## src/rtl/multicycle_controller.sv

```systemverilog
// Multicycle main controller for the RV64 R/LD/SD/BEQ datapath: steps each
// instruction through FETCH..WB, counts retirements and halts on illegal opcodes or memory timeouts.
module multicycle_controller #(
   parameter int unsigned RETIRE_WIDTH   = 32,
   parameter int unsigned TIMEOUT_CYCLES = 16
) (
   input  logic                    clock,
   input  logic                    reset,
   input  logic [6:0]              opcode,
   input  logic                    memoryReady,
   output logic                    pcWrite,
   output logic                    pcWriteCond,
   output logic                    pcSource,
   output logic                    instructionOrData,
   output logic                    instructionWrite,
   output logic                    memoryRead,
   output logic                    memoryWrite,
   output logic                    memoryToRegister,
   output logic                    regWrite,
   output logic                    ALUSrcA,
   output logic [1:0]              ALUSrcB,
   output logic [1:0]              ALUOp,
   output logic                    instrRetired,
   output logic [RETIRE_WIDTH-1:0] retiredCount,
   output logic                    halted,
   output logic                    busError
);

   typedef enum logic [3:0] {
      S_FETCH, S_DECODE, S_EXECUTE, S_ALU_WB, S_MEM_ADDR,
      S_MEM_READ, S_MEM_WB, S_MEM_WRITE, S_BRANCH, S_HALT
   } state_t;

   localparam logic [6:0] OP_R  = 7'b0110011;
   localparam logic [6:0] OP_LD = 7'b0000011;
   localparam logic [6:0] OP_SD = 7'b0100011;
   localparam logic [6:0] OP_BEQ = 7'b1100011;

   state_t                  state_q, state_d;
   logic [31:0]             wait_q, wait_d;
   logic                    busError_q, busError_d;
   logic [RETIRE_WIDTH-1:0] retired_q;
   logic                    waiting, timeout;

   always_comb begin
      waiting = ((state_q == S_FETCH) || (state_q == S_MEM_READ) || (state_q == S_MEM_WRITE))
                && !memoryReady;
      // Fires on the wait cycle that brings the count up to the limit; a ready in that cycle is not a wait.
      timeout = waiting && (TIMEOUT_CYCLES != 0) && (wait_q == TIMEOUT_CYCLES - 1);

      state_d = state_q;
      unique case (state_q)
         S_FETCH:     if (memoryReady) state_d = S_DECODE;
         S_DECODE: begin
            unique case (opcode)
               OP_R:         state_d = S_EXECUTE;
               OP_LD, OP_SD: state_d = S_MEM_ADDR;
               OP_BEQ:       state_d = S_BRANCH;
               default:      state_d = S_HALT;
            endcase
         end
         S_EXECUTE:   state_d = S_ALU_WB;
         S_ALU_WB:    state_d = S_FETCH;
         S_MEM_ADDR:  state_d = (opcode == OP_LD) ? S_MEM_READ : S_MEM_WRITE;
         S_MEM_READ:  if (memoryReady) state_d = S_MEM_WB;
         S_MEM_WB:    state_d = S_FETCH;
         S_MEM_WRITE: if (memoryReady) state_d = S_FETCH;
         S_BRANCH:    state_d = S_FETCH;
         S_HALT:      state_d = S_HALT;
         default:     state_d = S_HALT;
      endcase
      if (timeout) state_d = S_HALT;

      busError_d = busError_q | timeout;
      wait_d     = (waiting && (state_d == state_q)) ? wait_q + 32'd1 : '0;
   end

   always_comb begin
      pcWrite           = 1'b0;
      pcWriteCond       = 1'b0;
      pcSource          = 1'b0;
      instructionOrData = 1'b0;
      instructionWrite  = 1'b0;
      memoryRead        = 1'b0;
      memoryWrite       = 1'b0;
      memoryToRegister  = 1'b0;
      regWrite          = 1'b0;
      ALUSrcA           = 1'b0;
      ALUSrcB           = 2'b00;
      ALUOp             = 2'b00;
      instrRetired      = 1'b0;
      unique case (state_q)
         S_FETCH: begin
            // Reset gating keeps the PC and IR untouched while reset is held.
            pcWrite          = memoryReady & reset;
            instructionWrite = memoryReady & reset;
            memoryRead       = 1'b1;
            ALUSrcB          = 2'b01;
         end
         S_DECODE:   ALUSrcB = 2'b10;
         S_EXECUTE: begin
            ALUSrcA = 1'b1;
            ALUOp   = 2'b10;
         end
         S_ALU_WB: begin
            regWrite     = 1'b1;
            instrRetired = 1'b1;
         end
         S_MEM_ADDR: begin
            ALUSrcA = 1'b1;
            ALUSrcB = 2'b10;
         end
         S_MEM_READ: begin
            memoryRead        = 1'b1;
            instructionOrData = 1'b1;
         end
         S_MEM_WB: begin
            regWrite         = 1'b1;
            memoryToRegister = 1'b1;
            instrRetired     = 1'b1;
         end
         S_MEM_WRITE: begin
            memoryWrite       = 1'b1;
            instructionOrData = 1'b1;
            instrRetired      = memoryReady;
         end
         S_BRANCH: begin
            ALUSrcA      = 1'b1;
            ALUOp        = 2'b01;
            pcWriteCond  = 1'b1;
            pcSource     = 1'b1;
            instrRetired = 1'b1;
         end
         default: ;
      endcase
   end

   assign retiredCount = retired_q;
   assign halted       = (state_q == S_HALT);
   assign busError     = busError_q;

   always_ff @(posedge clock or negedge reset) begin
      if (!reset) begin
         state_q    <= S_FETCH;
         wait_q     <= '0;
         busError_q <= 1'b0;
         retired_q  <= '0;
      end else begin
         state_q    <= state_d;
         wait_q     <= wait_d;
         busError_q <= busError_d;
         if (instrRetired) retired_q <= retired_q + RETIRE_WIDTH'(1);
      end
   end

endmodule
```

## config.mk

```make
export PLATFORM = sky130hd
export DESIGN_NAME = multicycle_controller
export DESIGN_NICKNAME = d
export VERILOG_FILES = /design/src/rtl/multicycle_controller.sv
export SDC_FILE = /design/constraint.sdc
export NUM_CORES = 1
export LEC_CHECK = 0
export BUFFER_PORTS_ARGS = -buffer_cell sky130_fd_sc_hd__buf_2
export CORE_ASPECT_RATIO = 1.1
export CORE_UTILIZATION = 25
export CTS_CLUSTER_SIZE = 20
export DETAILED_ROUTE_END_ITERATION = 10
export SLEW_MARGIN = 25
export SYNTH_ARGS = -nofsm -noshare
export SYNTH_HDL_FRONTEND = slang
export SYNTH_SLANG_ARGS = --single-unit
export TNS_END_PERCENT = 50
```

## constraint.sdc

```tcl
create_clock -name clock -period 2 [get_ports clock]
set_input_delay 0.1 -clock clock [delete_from_list [all_inputs] [get_ports clock]]
set_output_delay 0.1 -clock clock [all_outputs]
set_load 0.005 [all_outputs]
```

Word level (Yosys, flattened, before mapping)
Index checks and enable logic that the tools add are counted.
Widths: inputs -> output; s select.
{ "totals": {"output_inout_bits": 49, "latch_bits": 0, "n_memories": 0, "ram_bits": 0, "rom_bits": 0, "regBits": 69} }
{ "classes": {"n_bitwise": 2, "n_mul": 0, "shifts": 0, "order_cmp": 0, "n_div": 0, "n_reduce_logical": 14, "add_sub_neg": 2, "n_mux": 19, "eq_ne": 15} }
{ "op_table": {"columns": ["op", "count"], "rows": [
  ["$add 32x1->32 const B", 2],
  ["$eq 32x4->1 const B", 1],
  ["$mux 32", 1],
  ["$pmux 4 s7", 1],
  ["$eq 4x3->1 const B", 4],
  ["$mux 4", 4],
  ["$eq 7x6->1 const B", 2],
  ["$pmux 4 s3", 1],
  ["$reduce_or 2->1", 5],
  ["$eq 4x2->1 const B", 2],
  ["$eq 4x4->1 const B", 2],
  ["$mux 1", 8],
  ["$pmux 2 s2", 2],
  ["$eq 7x2->1 const B", 1],
  ["$eq 7x7->1 const B", 1],
  ["$reduce_or 3->1", 2],
  ["$eq 4x1->1 const B", 1],
  ["$eq 4x4->1", 1],
  ["$logic_not 4->1", 1],
  ["$logic_and 1x1->1", 3],
  ["$logic_or 1x1->1", 2],
  ["$mux 2", 1],
  ["$pmux 1 s2", 1],
  ["$and 1x1->1", 1],
  ["2 further kinds", 2]
]} }

Logic depth before layout (Yosys ltp)
{ "depth": {"depth_word": 9, "mapped_depth": 7} }

Worst setup path before layout
No wires, ideal clock.
{ "synth_timing": {"path_type": "register -> register", "start": "reg wait_q[0]", "end": "reg wait_q[29]", "arrival_time_ps": 1726, "stages_incl_launch_ff": 8, "path_slack_ps": 145, "t_required_ps": 1870, "period_less_slack_ps": 1855, "path_cell_list": "dfrtp_1 ha_1 and3_1 buf_2 nand4_1 o31ai_2 buf_2 a21oi_1"} }
{ "synth_between": {"elab_chain_len": 6, "elab_cells_between_ends": 7} }
{ "synth_lines": {"columns": ["element", "line_no", "rtl"], "rows": [
  ["from (decl)", "40", "logic [31:0] wait_q, wait_d;"],
  ["from (signal assigned)", "150", "wait_q <= wait_d;"],
  ["parallel branches: the longest is 5 deep, another holds $add 32x1->32", null, null],
  ["$mux 32 *", "75", "wait_d = (waiting && (state_d == state_q)) ? wait_q + 32'd1 : '0;"],
  ["net wait_d[29]", "40", null]
]} }
Mark *: on every way through the listed nets, which the timed path passes.
A chain may end at the register's enable or synchronous reset.

Final worst setup path
{ "layout_timing": {"start": "reg wait_q[0]", "end": "reg wait_q[28]"} }
The elaborated chain is that of the path after synthesis.

==> results by group <==
Setup path
  – Crit-path most repeated cell: buf_4
  – Crit path kind: flip-flop to flip-flop
  – R2R Setup Slk: 0.10 ns
  – CP top delay family: simple AND/OR/NAND/NOR gates
  – Crit Path Max Fanout: 17
  – Worst setup SP type: flip-flop
  – Crit. End Element: flip-flop
  – CP Buf/Inv Count: 2
  – Worst EP required: 2.20 ns
  – Worst Reg-to-Reg Cells: 7
  – Critical-path top delay cell: dfrtp_1
  – Reg2reg start: wait_q[0]$_DFF_PN0_
  – CP Cell Sequence: ha_1, and3_1, buf_4, nand4_1, o31ai_2, buf_4, a21oi_1
  – Levels on crit path: 7
  – CP endpoint: wait_q[28]$_DFF_PN0_
  – CP startpoint: wait_q[0]$_DFF_PN0_
  – Arr. time, crit path: 2.09 ns
  – Max stage delay on crit path: 0.38 ns
  – Critical register-to-register path endpoint: wait_q[28]$_DFF_PN0_

Timing
  – Worst slew margin: 0.690
  – Min Tclk post-route: 1.90 ns
  – Final Hold Viols: 0
  – Worst Tran Pin Value: 0.465 ns
  – Setup TNS Final: 0 ns
  – Max-slew violation count: 0
  – Hold WS: 0.168 ns
  – Layout Skew: 0.00705 ns
  – Max Fclk: 0.528 GHz
  – Final Cycle Share: 0.948
  – Final setup vio count: 0
  – RSZ-0062 raised after global routing: no

Clocking
  – Clock latency on the worst-skew pair: 0.33 ns
  – Bufs on Longest Clock Path: 2
  – Root Driver: clkbuf_16
  – H-Tree Depth: 3
  – Setup bufs post-CTS: 0
  – Total CTS buffers: 9
  – Reg clk slew, reported paths: 0.06 ns
  – Clock sinks: 69
  – CTS tree: yes

Finish
  – Layout Cells excl Fill: 658
  – Fillers: 1560
  – Layout Nets: 469
  – Reg area: 1730 um^2
  – Synthesis-to-layout area growth: 23.6%
  – Share of cells above drive strength 1: 0.260
  – Antenna cells: 0
  – Final core utilization: 0.315
  – Multi-input gate area: 1940 um^2

Global routing
  – Vias in the first global route: 3221
  – First-pass GRT wire length: 15200 um
  – Antenna violations before repair: 0
  – Overall Global Routing Usage: 0.117
  – Gr ovfl total: 0
  – Pin count of the biggest net entering global routing: 37

Placed design
  – HPWL Detailed: 6440 um
  – Port Buffers: 58
  – GP Congestion: 0.828
  – # placed instances: 641

Routing
  – Antenna viol nets, final: 0
  – Vias post-DR: 3248
  – Iteration-0 DRC count of the detailed router: 202
  – Via/cell ratio: 4.94
  – Avg WL per Cell: 13.6 um
  – Drt total wl: 8950 um
  – DR pass1 iterations: 4
  – Drc violations: 0

Floorplanning
  – Cell Rows: 47
  – I/O Pins: 59
  – Chip width: 120 um
  – Core ar.: 15000 um^2
  – Die height: 132 um
  – Starting utilization of the core area: 0.255
  – Full die area: 15800 um^2

Pwr
  – NetSw: 1.24 mW
  – VDD IR max: 0.701 mV
  – Power share of the clock group: 0.358
  – Switch share: 0.313
  – Static Leak: 2.14 nW
  – Pwr Density: 842 nW/um^2
  – Internal power: 2.73 mW
  – Reg power frac: 0.400
  – Combinational Power Share: 0.242

Hold path
  – Hold Crit Class: input port to async pin

Logic synthesis
  – Post-Syn Area: 3820 um^2
  – Synth async-reset ratio: 1.00
  – #FFs+latches synth: 69
  – Post-Syn Instances: 387
  – Post-synthesis net count: 399
  – Unique masters post-synth: 50
  – Syn. warnings: 0
  – Seq/Total Area, Yosys: 0.452
  – Mapped Avg Cell Area: 9.87 um^2
  – Primary FF master, synth: dfrtp_1
  – Post-synth EDFFs: 0

Status
  – Run status: completed

Run
  – Max-Cap Viols: 0
==> registers in the layout, summed over array words and instances, names as in the netlist <==
name	cells
busError	1
retiredCount	32
state_q	4
wait_q	32
==> worst min-delay path by stage <==
stage                start                    to  slack, ns
2_1_floorplan        reset    busError$_DFF_PN0_      -0.20
3_3_place_gp         reset  state_q[0]$_DFF_PN0_      -0.03
3_5_place_dp         reset  state_q[0]$_DFF_PN0_      -0.03
4_1_cts        memoryReady  wait_q[11]$_DFF_PN0_       0.15
5_1_grt        memoryReady  wait_q[11]$_DFF_PN0_       0.17
6_report             reset  state_q[3]$_DFF_PN0_       0.17
==> placed cells by master, fill, tap and decap left out, types with 9 or more instances in the layout <==
cell	instances
a21oi_1	20
and3_1	12
and4_1	10
buf_2	58
buf_4	26
clkbuf_16	9
dfrtp_1	69
nand2_1	22
nand3_1	20
nand4_1	19
nor2_1	19
nor3_1	9
nor4_1	15
o21ai_0	18
or3_1	12
xnor2_1	9
xor2_1	36
==> cell families (layout without fill, tap and decap cells) <==
family / Yosys count / count (layout) / synth area share
buf+inv: 34 / 109 / 0.0429
compound gates: 58 / 58 / 0.0986
mux: 1 / 1 / 0.00295
xor+xnor: 45 / 45 / 0.103
flops: 69 / 69 / 0.452
simple gates: 178 / 178 / 0.294
fa+ha+maj: 2 / 2 / 0.00655
==> cells in the mapped netlist, types with 2 or more instances <==
cell type   n  area [um^2]
a211o_1     2         17.5
a211oi_1    3         22.5
a21oi_1    20          100
and2_1      4         25.0
and3_1     12         75.1
and4_1     10         87.6
buf_1       3         11.3
buf_2      11         55.1
buf_4       4         30.0
clkbuf_1    8         30.0
dfrtp_1    69         1730
ha_1        2         25.0
inv_1       6         22.5
nand2_1    22         82.6
nand3_1    20          100
nand3b_1    2         15.0
nand4_1    19          119
nor2_1     19         71.3
nor3_1      9         45.0
nor3_2      2         20.0
nor3b_1     3         22.5
nor4_1     15         93.8
nor4_2      7         87.6
nor4b_1     4         35.0
o21ai_0    18         90.1
o31ai_1     8         60.1
or2_2       2         12.5
or3_1      12         75.1
or4_1       7         52.6
xnor2_1     9         78.8
xor2_1     36          315
==> power groups by stage <==
| stage | Sequential (mW) | Combinational (mW) | Clock [mW] |
|---|---|---|---|
| 2_1_floorplan | 1.59 | 0.620 | 0 |
| 3_3_place_gp | 1.60 | 0.947 | 0 |
| 3_5_place_dp | 1.61 | 0.971 | 0 |
| 4_1_cts | 1.59 | 0.971 | 1.46 |
| 5_1_grt | 1.60 | 1.06 | 1.52 |
| 6_report | 1.59 | 0.961 | 1.42 |
==> worst reg2reg max path: stages, from the launching register on <==
cell and delay (ns):
dfrtp_1 0.38, ha_1 0.19, and3_1 0.25, buf_4 0.15, nand4_1 0.19, o31ai_2 0.28
buf_4 0.26, a21oi_1 0.07
==> what timing repair did <==
| action | in CTS | in global routing |
|---|---|---|
| endpoints found under the setup margin | 0 | 1 |
| hold buffers | 1 | 0 |
| hold endpoints to repair | 5 | 0 |
| resized for setup | 0 | 1 |
==> stage by stage <==
stage	setup slack (ns)	cell area (um^2)	total power, mW
after floorplan	0.145	3820	2.21
after global placement	0.165	4430	2.55
after detailed placement	0.133	4430	2.58
after CTS	0.103	4710	4.02
after global routing	0.00738	4720	4.18
final	0.104	4720	3.97
==> metal layers <==
metal / track usage / part of all wire / vias to the layer above
li1: - / - / 1567
met1: 0.142 / 0.45 / 1612
met2: 0.202 / 0.51 / 59
met3: 0.0221 / 0.029 / 10
met4: 0.0500 / 0.015 / 0
met5: 0 / 0 / -
==> cell type report <==
cell class,count,area share
Clock buffer,10,0.0485
Clock inverter,6,0.00822
Inverter,7,0.00557
Multi-Input combinational cell,284,0.411
Sequential cell,69,0.366
Tap cell,196,0.0520
Timing Repair Buffer,86,0.109
Note: power is estimated with default switching activity, not from simulation.
